===== config.mk =====
export PLATFORM = sky130hd
export DESIGN_NAME = sdram_arbiter
export DESIGN_NICKNAME = d
export VERILOG_FILES = /design/src/rtl/sdram_arbiter.sv
export SDC_FILE = /design/constraint.sdc
export NUM_CORES = 1
export LEC_CHECK = 0
export ABC_AREA = 1
export BUFFER_PORTS_ARGS = -buffer_cell sky130_fd_sc_hd__buf_2
export CORE_UTILIZATION = 35
export DETAILED_ROUTE_END_ITERATION = 16
export GPL_ROUTABILITY_DRIVEN = 1
export PLACE_DENSITY = 0.58
export SLEW_MARGIN = 0
export SYNTH_ARGS = -nofsm -noshare
export SYNTH_HDL_FRONTEND = slang
export SYNTH_SLANG_ARGS = --single-unit

===== constraint.sdc =====
create_clock -name clk -period 2.7 [get_ports clk]
set_clock_uncertainty 0.15 [all_clocks]
set_input_delay 0.135 -clock clk [delete_from_list [all_inputs] [get_ports clk]]
set_output_delay 0.135 -clock clk [all_outputs]
set_load 0.05 [all_outputs]

===== src/rtl/sdram_arbiter.sv =====
// sdram_arbiter
// Shares one sdram_controller user port between NUM_PORTS single-beat requesters.
// A request is granted from IDLE, issued to the controller in ISSUE until the
// matching completion strobe (or the timeout) arrives, then acknowledged with a
// one-cycle ready pulse while the FSM passes through RESP.
//
// state | meaning
// IDLE  | no transfer in flight, arbitrate among port_req
// ISSUE | command held on the controller port, waiting for done/valid or timeout
// RESP  | ready (and err on timeout) pulse cycle; requester may drop/change req
module sdram_arbiter #(
  parameter int NUM_PORTS      = 2,
  parameter int ADDR_WIDTH     = 24,
  parameter int DATA_WIDTH     = 16,
  parameter int FIXED_PRIO     = 0,
  parameter int TIMEOUT_CYCLES = 1023
) (
  input  logic                            clk,
  input  logic                            rst_n,
  input  logic [NUM_PORTS-1:0]            port_req,
  input  logic [NUM_PORTS-1:0]            port_we,
  input  logic [NUM_PORTS*ADDR_WIDTH-1:0] port_addr,
  input  logic [NUM_PORTS*DATA_WIDTH-1:0] port_wdata,
  output logic [NUM_PORTS-1:0]            port_ready,
  output logic [NUM_PORTS-1:0]            port_err,
  output logic [DATA_WIDTH-1:0]           port_rdata,
  output logic [1:0]                      mem_command,
  output logic [ADDR_WIDTH-1:0]           mem_address,
  output logic [DATA_WIDTH-1:0]           mem_write_data,
  input  logic [DATA_WIDTH-1:0]           mem_read_data,
  input  logic                            mem_read_valid,
  input  logic                            mem_write_done,
  output logic                            timeout_sticky
);

  localparam int IDX_W = (NUM_PORTS > 1) ? $clog2(NUM_PORTS) : 1;

  localparam logic [1:0] CMD_IDLE  = 2'd0;
  localparam logic [1:0] CMD_WRITE = 2'd1;
  localparam logic [1:0] CMD_READ  = 2'd2;

  // Last ISSUE count value before the transfer is abandoned; unused when the timeout is off.
  localparam logic [31:0] TO_LAST = (TIMEOUT_CYCLES > 0) ? 32'(TIMEOUT_CYCLES - 1) : 32'd0;

  typedef enum logic [1:0] {
    IDLE  = 2'd0,
    ISSUE = 2'd1,
    RESP  = 2'd2
  } state_t;

  state_t                 state;
  logic [IDX_W-1:0]       last_grant;
  logic [31:0]            issue_cnt;
  logic [IDX_W-1:0]       cand;
  logic [IDX_W-1:0]       pick;
  logic                   pick_valid;
  logic                   cmd_done;
  logic                   timed_out;
  logic [ADDR_WIDTH-1:0]  addr_arr  [NUM_PORTS];
  logic [DATA_WIDTH-1:0]  wdata_arr [NUM_PORTS];

  for (genvar g = 0; g < NUM_PORTS; g++) begin : g_unpack
    assign addr_arr[g]  = port_addr[g*ADDR_WIDTH +: ADDR_WIDTH];
    assign wdata_arr[g] = port_wdata[g*DATA_WIDTH +: DATA_WIDTH];
  end

  // Winner search: lowest index in fixed mode, otherwise from last_grant+1 upward with wrap.
  always_comb begin
    pick       = '0;
    pick_valid = 1'b0;
    cand       = '0;
    for (int k = 0; k < NUM_PORTS; k++) begin
      if (FIXED_PRIO != 0) cand = IDX_W'(k);
      else                 cand = IDX_W'((int'(last_grant) + 1 + k) % NUM_PORTS);
      if (!pick_valid && port_req[cand]) begin
        pick       = cand;
        pick_valid = 1'b1;
      end
    end
  end

  // Only the strobe that matches the command in flight completes it.
  always_comb begin
    cmd_done  = ((mem_command == CMD_WRITE) && mem_write_done) ||
                ((mem_command == CMD_READ)  && mem_read_valid);
    timed_out = (TIMEOUT_CYCLES != 0) && (issue_cnt == TO_LAST);
  end

  // Arbitration FSM with registered controller-side and requester-side outputs.
  always_ff @(posedge clk or negedge rst_n) begin
    if (!rst_n) begin
      state          <= IDLE;
      last_grant     <= IDX_W'(NUM_PORTS - 1);
      issue_cnt      <= '0;
      mem_command    <= CMD_IDLE;
      mem_address    <= '0;
      mem_write_data <= '0;
      port_ready     <= '0;
      port_err       <= '0;
      port_rdata     <= '0;
      timeout_sticky <= 1'b0;
    end else begin
      port_ready <= '0;
      port_err   <= '0;
      case (state)
        IDLE: begin
          if (pick_valid) begin
            last_grant     <= pick;
            mem_address    <= addr_arr[pick];
            mem_write_data <= wdata_arr[pick];
            mem_command    <= port_we[pick] ? CMD_WRITE : CMD_READ;
            issue_cnt      <= '0;
            state          <= ISSUE;
          end else begin
            mem_command <= CMD_IDLE;
          end
        end
        ISSUE: begin
          issue_cnt <= issue_cnt + 32'd1;
          if (cmd_done) begin
            if (mem_command == CMD_READ) port_rdata <= mem_read_data;
            mem_command            <= CMD_IDLE;
            port_ready[last_grant] <= 1'b1;
            state                  <= RESP;
          end else if (timed_out) begin
            mem_command            <= CMD_IDLE;
            port_ready[last_grant] <= 1'b1;
            port_err[last_grant]   <= 1'b1;
            port_rdata             <= '0;
            timeout_sticky         <= 1'b1;
            state                  <= RESP;
          end
        end
        RESP: begin
          state <= IDLE;
        end
        default: begin
          state       <= IDLE;
          mem_command <= CMD_IDLE;
        end
      endcase
    end
  end

endmodule

Word-level counts from Yosys, hierarchy flattened
Cells that the tools add are included.
{ "word_totals": {"ff_bits": 98, "latchBits": 0, "ram_bits": 0, "rom_bits": 0, "word_cells": 82, "n_memories": 0} }
{ "op_classes": {"add_sub_neg": 3, "mul": 0, "n_div": 0, "magnitude_cmp": 6, "n_eq_ne": 8, "n_shift": 0, "mux": 37, "n_bitwise": 3, "reduce_logical": 15} }
{ "op_table": {"columns": ["op", "n"], "rows": [
  ["2-to-1 mux 16 bit", 6],
  ["2-to-1 mux 24 bit", 3],
  ["one-hot mux 32 bit (2 select lines)", 1],
  ["adder 32 x 1 -> 32 bit, second input constant", 1],
  ["== test 32 x 10 -> 1 bit, second input constant", 1],
  ["2-to-1 mux 32 bit", 1],
  ["2-to-1 mux 2 bit", 12],
  ["2-to-1 mux 1 bit", 11],
  ["less-than comparator 1 x 2 -> 1 bit, second input constant", 4],
  ["AND reduction 2 bit", 4],
  ["one-hot mux 2 bit (3 select lines)", 1],
  ["AND reduction 3 bit", 2],
  ["== test 2 x 1 -> 1 bit, second input constant", 2],
  ["== test 2 bit, second input constant", 2],
  ["logical AND 1 bit", 4],
  ["one-hot mux 2 bit (2 select lines)", 1],
  ["nonzero test 2 bit", 2],
  ["inequality test 3 bit, second input constant", 1],
  ["adder 1 bit, second input constant", 2],
  ["greater-or-equal comparator 2 bit, second input constant", 1],
  ["zero test 2 bit", 1],
  ["inequality test 2 x 1 -> 1 bit, second input constant", 1],
  ["inequality test 2 bit, second input constant", 1],
  ["inverter 1 bit", 2],
  ["5 further kinds", 5]
]} }

Depth between registers and ports, before layout
{ "logic_depth": {"ltp_word": 12, "depth_mapped": 12} }

Worst setup path before layout
No wires, ideal clock.
{ "synth_path": {"path_type": "flip-flop to flip-flop", "startpoint": "reg mem_command[0]", "endpoint": "reg port_rdata[0]", "arrival_time_ns": 1.524, "setup_slack_ns": 0.907, "stages_incl_launch_ff": 9, "path_buffers": 1, "cell_sequence": "dfrtp_1 -> nand3_2 -> nand2_1 -> inv_1 -> nand2_4 -> nand3_4 -> buf_6 -> nand2_1 -> nand2_1"} }
{ "synth_between": {"elab_chain_cells": 5, "word_cells_on_any_way": 9, "cone_classes": "eq/ne (3); mux (1); reduce/logical (5)"} }
{ "synth_rtl": {"columns": ["element", "line", "source"], "rows": [
  ["from (decl)", "27", "output logic [1:0] mem_command,"],
  ["from (signal assigned)", "111", "mem_command <= port_we[pick] ? CMD_WRITE : CMD_READ;"],
  ["== test 2 x 1 -> 1 bit or == test 2 bit (tied branches)", "84, 85, 121", null],
  ["logical AND 1 bit, on equally long branches", "84, 85", null],
  ["logical OR 1 bit", "84", "cmd_done = ((mem_command == CMD_WRITE) && mem_write_done) ||"],
  ["inequality test 2 x 1 -> 1 bit (no source line) or nonzero test 2 bit (tied branches)", null, null],
  ["AND reduction 3 bit (no source line)", null, null],
  ["to (signal assigned)", "121", "if (mem_command == CMD_READ) port_rdata <= mem_read_data;"],
  ["to (decl)", "26", "output logic [DATA_WIDTH-1:0] port_rdata,"]
]} }
Several ways; a longest one is shown, not always the timed one.
A chain may end at the register's enable or synchronous reset.

Final worst setup path
{ "layout_path": {"startpoint": "reg last_grant", "endpoint": "reg mem_write_data[10]"} }
{ "layout_between": {"elab_chain_cells": 11, "word_cells_on_any_way": 17, "cone_classes": "add/sub (2); mux (11); bitwise (1); reduce/logical (3)"} }
{ "layout_rtl": {"columns": ["element", "line", "source"], "rows": [
  ["from (decl)", "52", "logic [IDX_W-1:0] last_grant;"],
  ["from (signal assigned)", "93", "last_grant <= IDX_W'(NUM_PORTS - 1);"],
  ["from (signal assigned)", "108", "last_grant <= pick;"],
  ["adder 1 bit (*)", "74", "else cand = IDX_W'((int'(last_grant) + 1 + k) % NUM_PORTS);"],
  ["2-to-1 mux 1 bit (not written as such) (2 in series)", "75", "if (!pick_valid && port_req[cand]) begin"],
  ["2-to-1 mux 1 bit", "75", null],
  ["zero test 1 bit", "75", null],
  ["logical AND 1 bit", "75", null],
  ["2-to-1 mux 1 bit", "75", null],
  ["inverter 1 -> 2 bit (not written as such)", "110", "mem_write_data <= wdata_arr[pick];"],
  ["2-to-1 mux 16 bit (not written as such) (3 in series)", "110", null],
  ["to (signal assigned)", "110", null],
  ["to (decl)", "29", "output logic [DATA_WIDTH-1:0] mem_write_data,"]
]} }
Every way passes the cells marked *; elsewhere a longest branch is shown, timed or not. The select of a mux whose other input is x is not followed.

==> results.md <==
- The met1 usage is 27.7%.
- Post-CTS repair changed the size of 0 cells.
- The data required time at the worst endpoint is 2.84 ns.
- Counting every net in the synthesized netlist gives 764.
- 167 I/O pins were placed.
- The via count normalized by instance count is 4.89.
- The sequential cell area in the final layout is 2450 sq um.
- The worst vdd rail ir drop is 674 uV.
- Summed over all failing endpoints, the final setup total negative slack is 0 ns.
- The smallest clock period supported by the final layout is computed as 2.50 ns.
- The antenna violation net count after detailed routing is 0.
- The largest stage delay on the critical path is 0.57 ns.
- The worst-path cell with the longest stage delay is dfstp_2.
- The number of remaining DRC errors is 0.
- The overall fraction of global-route tracks in use is 20.5%.
- The clock root buffer is clkbuf_16.
- During synthesis, Yosys emitted a total of 0 warnings.
- The tool flagged a number of max-cap violations equal to 0.
- The detailed placer's ending HPWL is 9.97 mm.
- At the worst endpoint, the arrival time is 2.64 ns.
- Cells with a size suffix above 1 make up 22.4% of the layout.
- For this design the static power due to leakage is 3.65 nW.
- The number of failing hold endpoints at the final stage is 0.
- Measured on the finished design, the core utilization comes to 52.5%.
- The number of H-tree levels is 3.
- The setup-violating endpoint count in the final report is 0.
- The post-synthesis instance total is 658.
- Once the clock tree was built, the setup fixing pass inserted 0 buffers.
- The initial DRC count is 302.
- A synthesized cell averages 7.57 sq um.
- The number of port buffers is 166.
- The width of the die is 121 microns.
- The number of nets at the end of the flow is 1018.
- The total via count after detailed routing is 5373.
- After the flow finishes, the layout carries non-filler instances totaling 1098.
- The count of placed standard cells including taps is 982.
- The clock passes through at most 2 buffers.
- The height of the chip is 121 microns.
- The initial antenna violation count was 1.
- After global routing, the most crowded layer is met2.
- The signal on the critical path passes through nand2_1 -> nand2_1 -> buf_4 -> o21ai_0 -> o21ai_0 -> dlygate4sd3_1.
- The final critical-path share of the clock period is 92.6%.
- The maximum net fanout on the critical path is 26.
- The total of fill cells in the finished design is 1310.
- The later-pin clock latency in the skew report is 0.34 ns.
- The worst setup path is captured at a flip-flop.
- The total power consumption of the routed design is 7.70 mW.
- The type of the tightest min-delay check is in2async.
- At the pin with the least slew margin, the transition time is 0.523 ns.
- Summing all multi-input logic gate instances after layout gives 2180 sq um.
- The category of the worst setup path launch point is a flip-flop.
- Summing the sequential cell areas from Yosys gives 49.2% of the chip area.
- Derived from the worst setup path, the maximum achievable clock frequency is 400 MHz.
- The mapped netlist covers 4980 sq um.
- The final count of pins violating max slew is 0.
- The synthesized design contains 98 register bits.
- The total CTS buffers is 9.
- The number of global-route vias before repair is 5122.
- The hold buffer count at CTS is 99.
- The first detailed-routing pass ran for 5 iterations.
- Yosys mapped the design onto 31 distinct sky130hd cell types.
- The placeable core region is 13900 sq um.
- At the end of routability-driven placement, the weighted congestion stood at 0.882.
- The TritonCTS clock tree is built.
- The CTS clock-pin slew for the worst setup and hold paths is 0.07 ns.
- In the layout the commonest cells are nand2_1 (184), buf_2 (165), o21ai_0 (105).
- The initial utilization of the core area, before any placement, comes to 35.9%.
- The start-to-end type of the worst setup path is reg2reg.
- Summed over all layers, the global routing overflow is 0.
- The number of clock sinks is 98.
- In the final routed layout, each cell accounts on average for 13.5 microns.
- After detailed routing, the total wire length is 14.8 mm.
- In this run the core area contains 43 standard-cell rows.
- The largest net degree at the start of global routing is 54.
- The wire length of the first global-routing pass is 24.0 mm.
- The global routing usage on met3 is 4.75%.
- The floorplan die area is 14700 sq um.
- Leaving out fill and tap cells, the most frequent cell in the layout is nand2_1.
- The worst slew margin relative to its limit is 64.9%.
- The flow ran to the end, and the final reports show no timing, DRC or antenna violations.
- Setup repair after global routing left no endpoint under its margin.
- The synthesis-to-finish area growth is 46.1%.
- Power spread over the standard cell area amounts to 1060 nW/um^2.
- Global routing consumed, on the met2 layer, 32.1% of the routing resources.
-- layer usage --
metal	routed length [microns]	up-vias
met2	6810	215
met4	259	0
li1	-	2682
met5	0	-
met3	934	22
met1	6810	2454
-- where the power goes --
group | total (mW) | switching (mW) | internal, mW
registers | 2.31 | 0.336 | 1.98
clock network | 1.29 | 0.564 | 0.726
logic | 4.09 | 2.78 | 1.31
-- cells in the mapped netlist --
library cell | n | share of area, %
o21a_1 | 1 | 0.15
o22ai_1 | 2 | 0.25
nor3b_1 | 1 | 0.15
nand3_2 | 1 | 0.20
a31oi_1 | 1 | 0.13
o21ai_0 | 105 | 11
nand2_1 | 184 | 14
o31ai_1 | 1 | 0.15
a21oi_1 | 48 | 4.8
or2_2 | 2 | 0.25
clkinv_1 | 1 | 0.075
nor2_1 | 45 | 3.4
buf_1 | 2 | 0.15
clkbuf_1 | 21 | 1.6
ha_1 | 2 | 0.50
o21ai_1 | 4 | 0.40
nand3_1 | 20 | 2.0
dfstp_2 | 1 | 0.53
mux2i_1 | 1 | 0.20
nand2_4 | 1 | 0.23
inv_2 | 2 | 0.15
nand2_2 | 1 | 0.13
dfrtp_1 | 97 | 49
nor2_2 | 6 | 0.75
nand3b_1 | 2 | 0.30
inv_1 | 57 | 4.3
nand3_4 | 1 | 0.35
nor3_1 | 14 | 1.4
buf_2 | 6 | 0.60
nand4_1 | 26 | 3.3
buf_6 | 2 | 0.45
-- flip-flops by register name, indices dropped and copies added, names as in the netlist --
name / cells
port_rdata: 16
mem_command: 2
port_ready: 2
mem_address: 24
timeout_sticky: 1
mem_write_data: 16
issue_cnt: 32
state: 2
port_err: 2
last_grant: 1
-- final timing paths --
kind / from / to / slack (ns) / cells past startpoint
max: last_grant / mem_write_data[10] / 0.20 / 6
min: rst_n / issue_cnt[29] / 0.04 / 2
max reg2reg: last_grant / mem_write_data[10] / 0.20 / 6
min reg2reg: port_rdata[3] / port_rdata[3] / 0.32 / 2
max in group asynchronous: rst_n / state[1] / 1.69 / 3
min in group clk: port_req[0] / state[0] / 0.04 / 3
-- metrics by stage --
step	hold WS, ns	cell area, sq um	setup WS [ns]
final	0.0405	7280	0.200
after global routing	0.0463	7280	0.0324
after CTS	0.0364	7280	0.286
after detailed placement	-0.143	5990	0.802
after global placement	-0.145	5990	0.858
after floorplan	-0.311	4980	0.907
-- worst max-delay path, delay by kind of cell (launching register included) --
kind | cells | cell delay [ns]
buffers and inverters | 2 | 0.92
flip-flops | 1 | 0.57
AND/OR/NAND/NOR | 2 | 0.46
AO/OA/AOI/OAI | 2 | 0.33
-- layout make-up --
class | count | area share, %
diodes | 1 | 0.0344
well taps | 180 | 3.09
multi-input cells | 469 | 29.9
repair buffers | 274 | 26.2
clock inverters | 5 | 0.842
clock buffers | 11 | 3.20
flip-flops and latches | 98 | 33.7
inverters | 60 | 3.09
-- kinds of logic after synthesis --
logic type / share of synthesized area, %
buffers and inverters: 7.31
AOI/OAI and AO/OA: 16.4
DFF: 49.2
adders and majority gates: 0.502
muxes: 0.201
and+or+nand+nor: 26.3
Note: power is estimated with default switching activity, not from simulation.
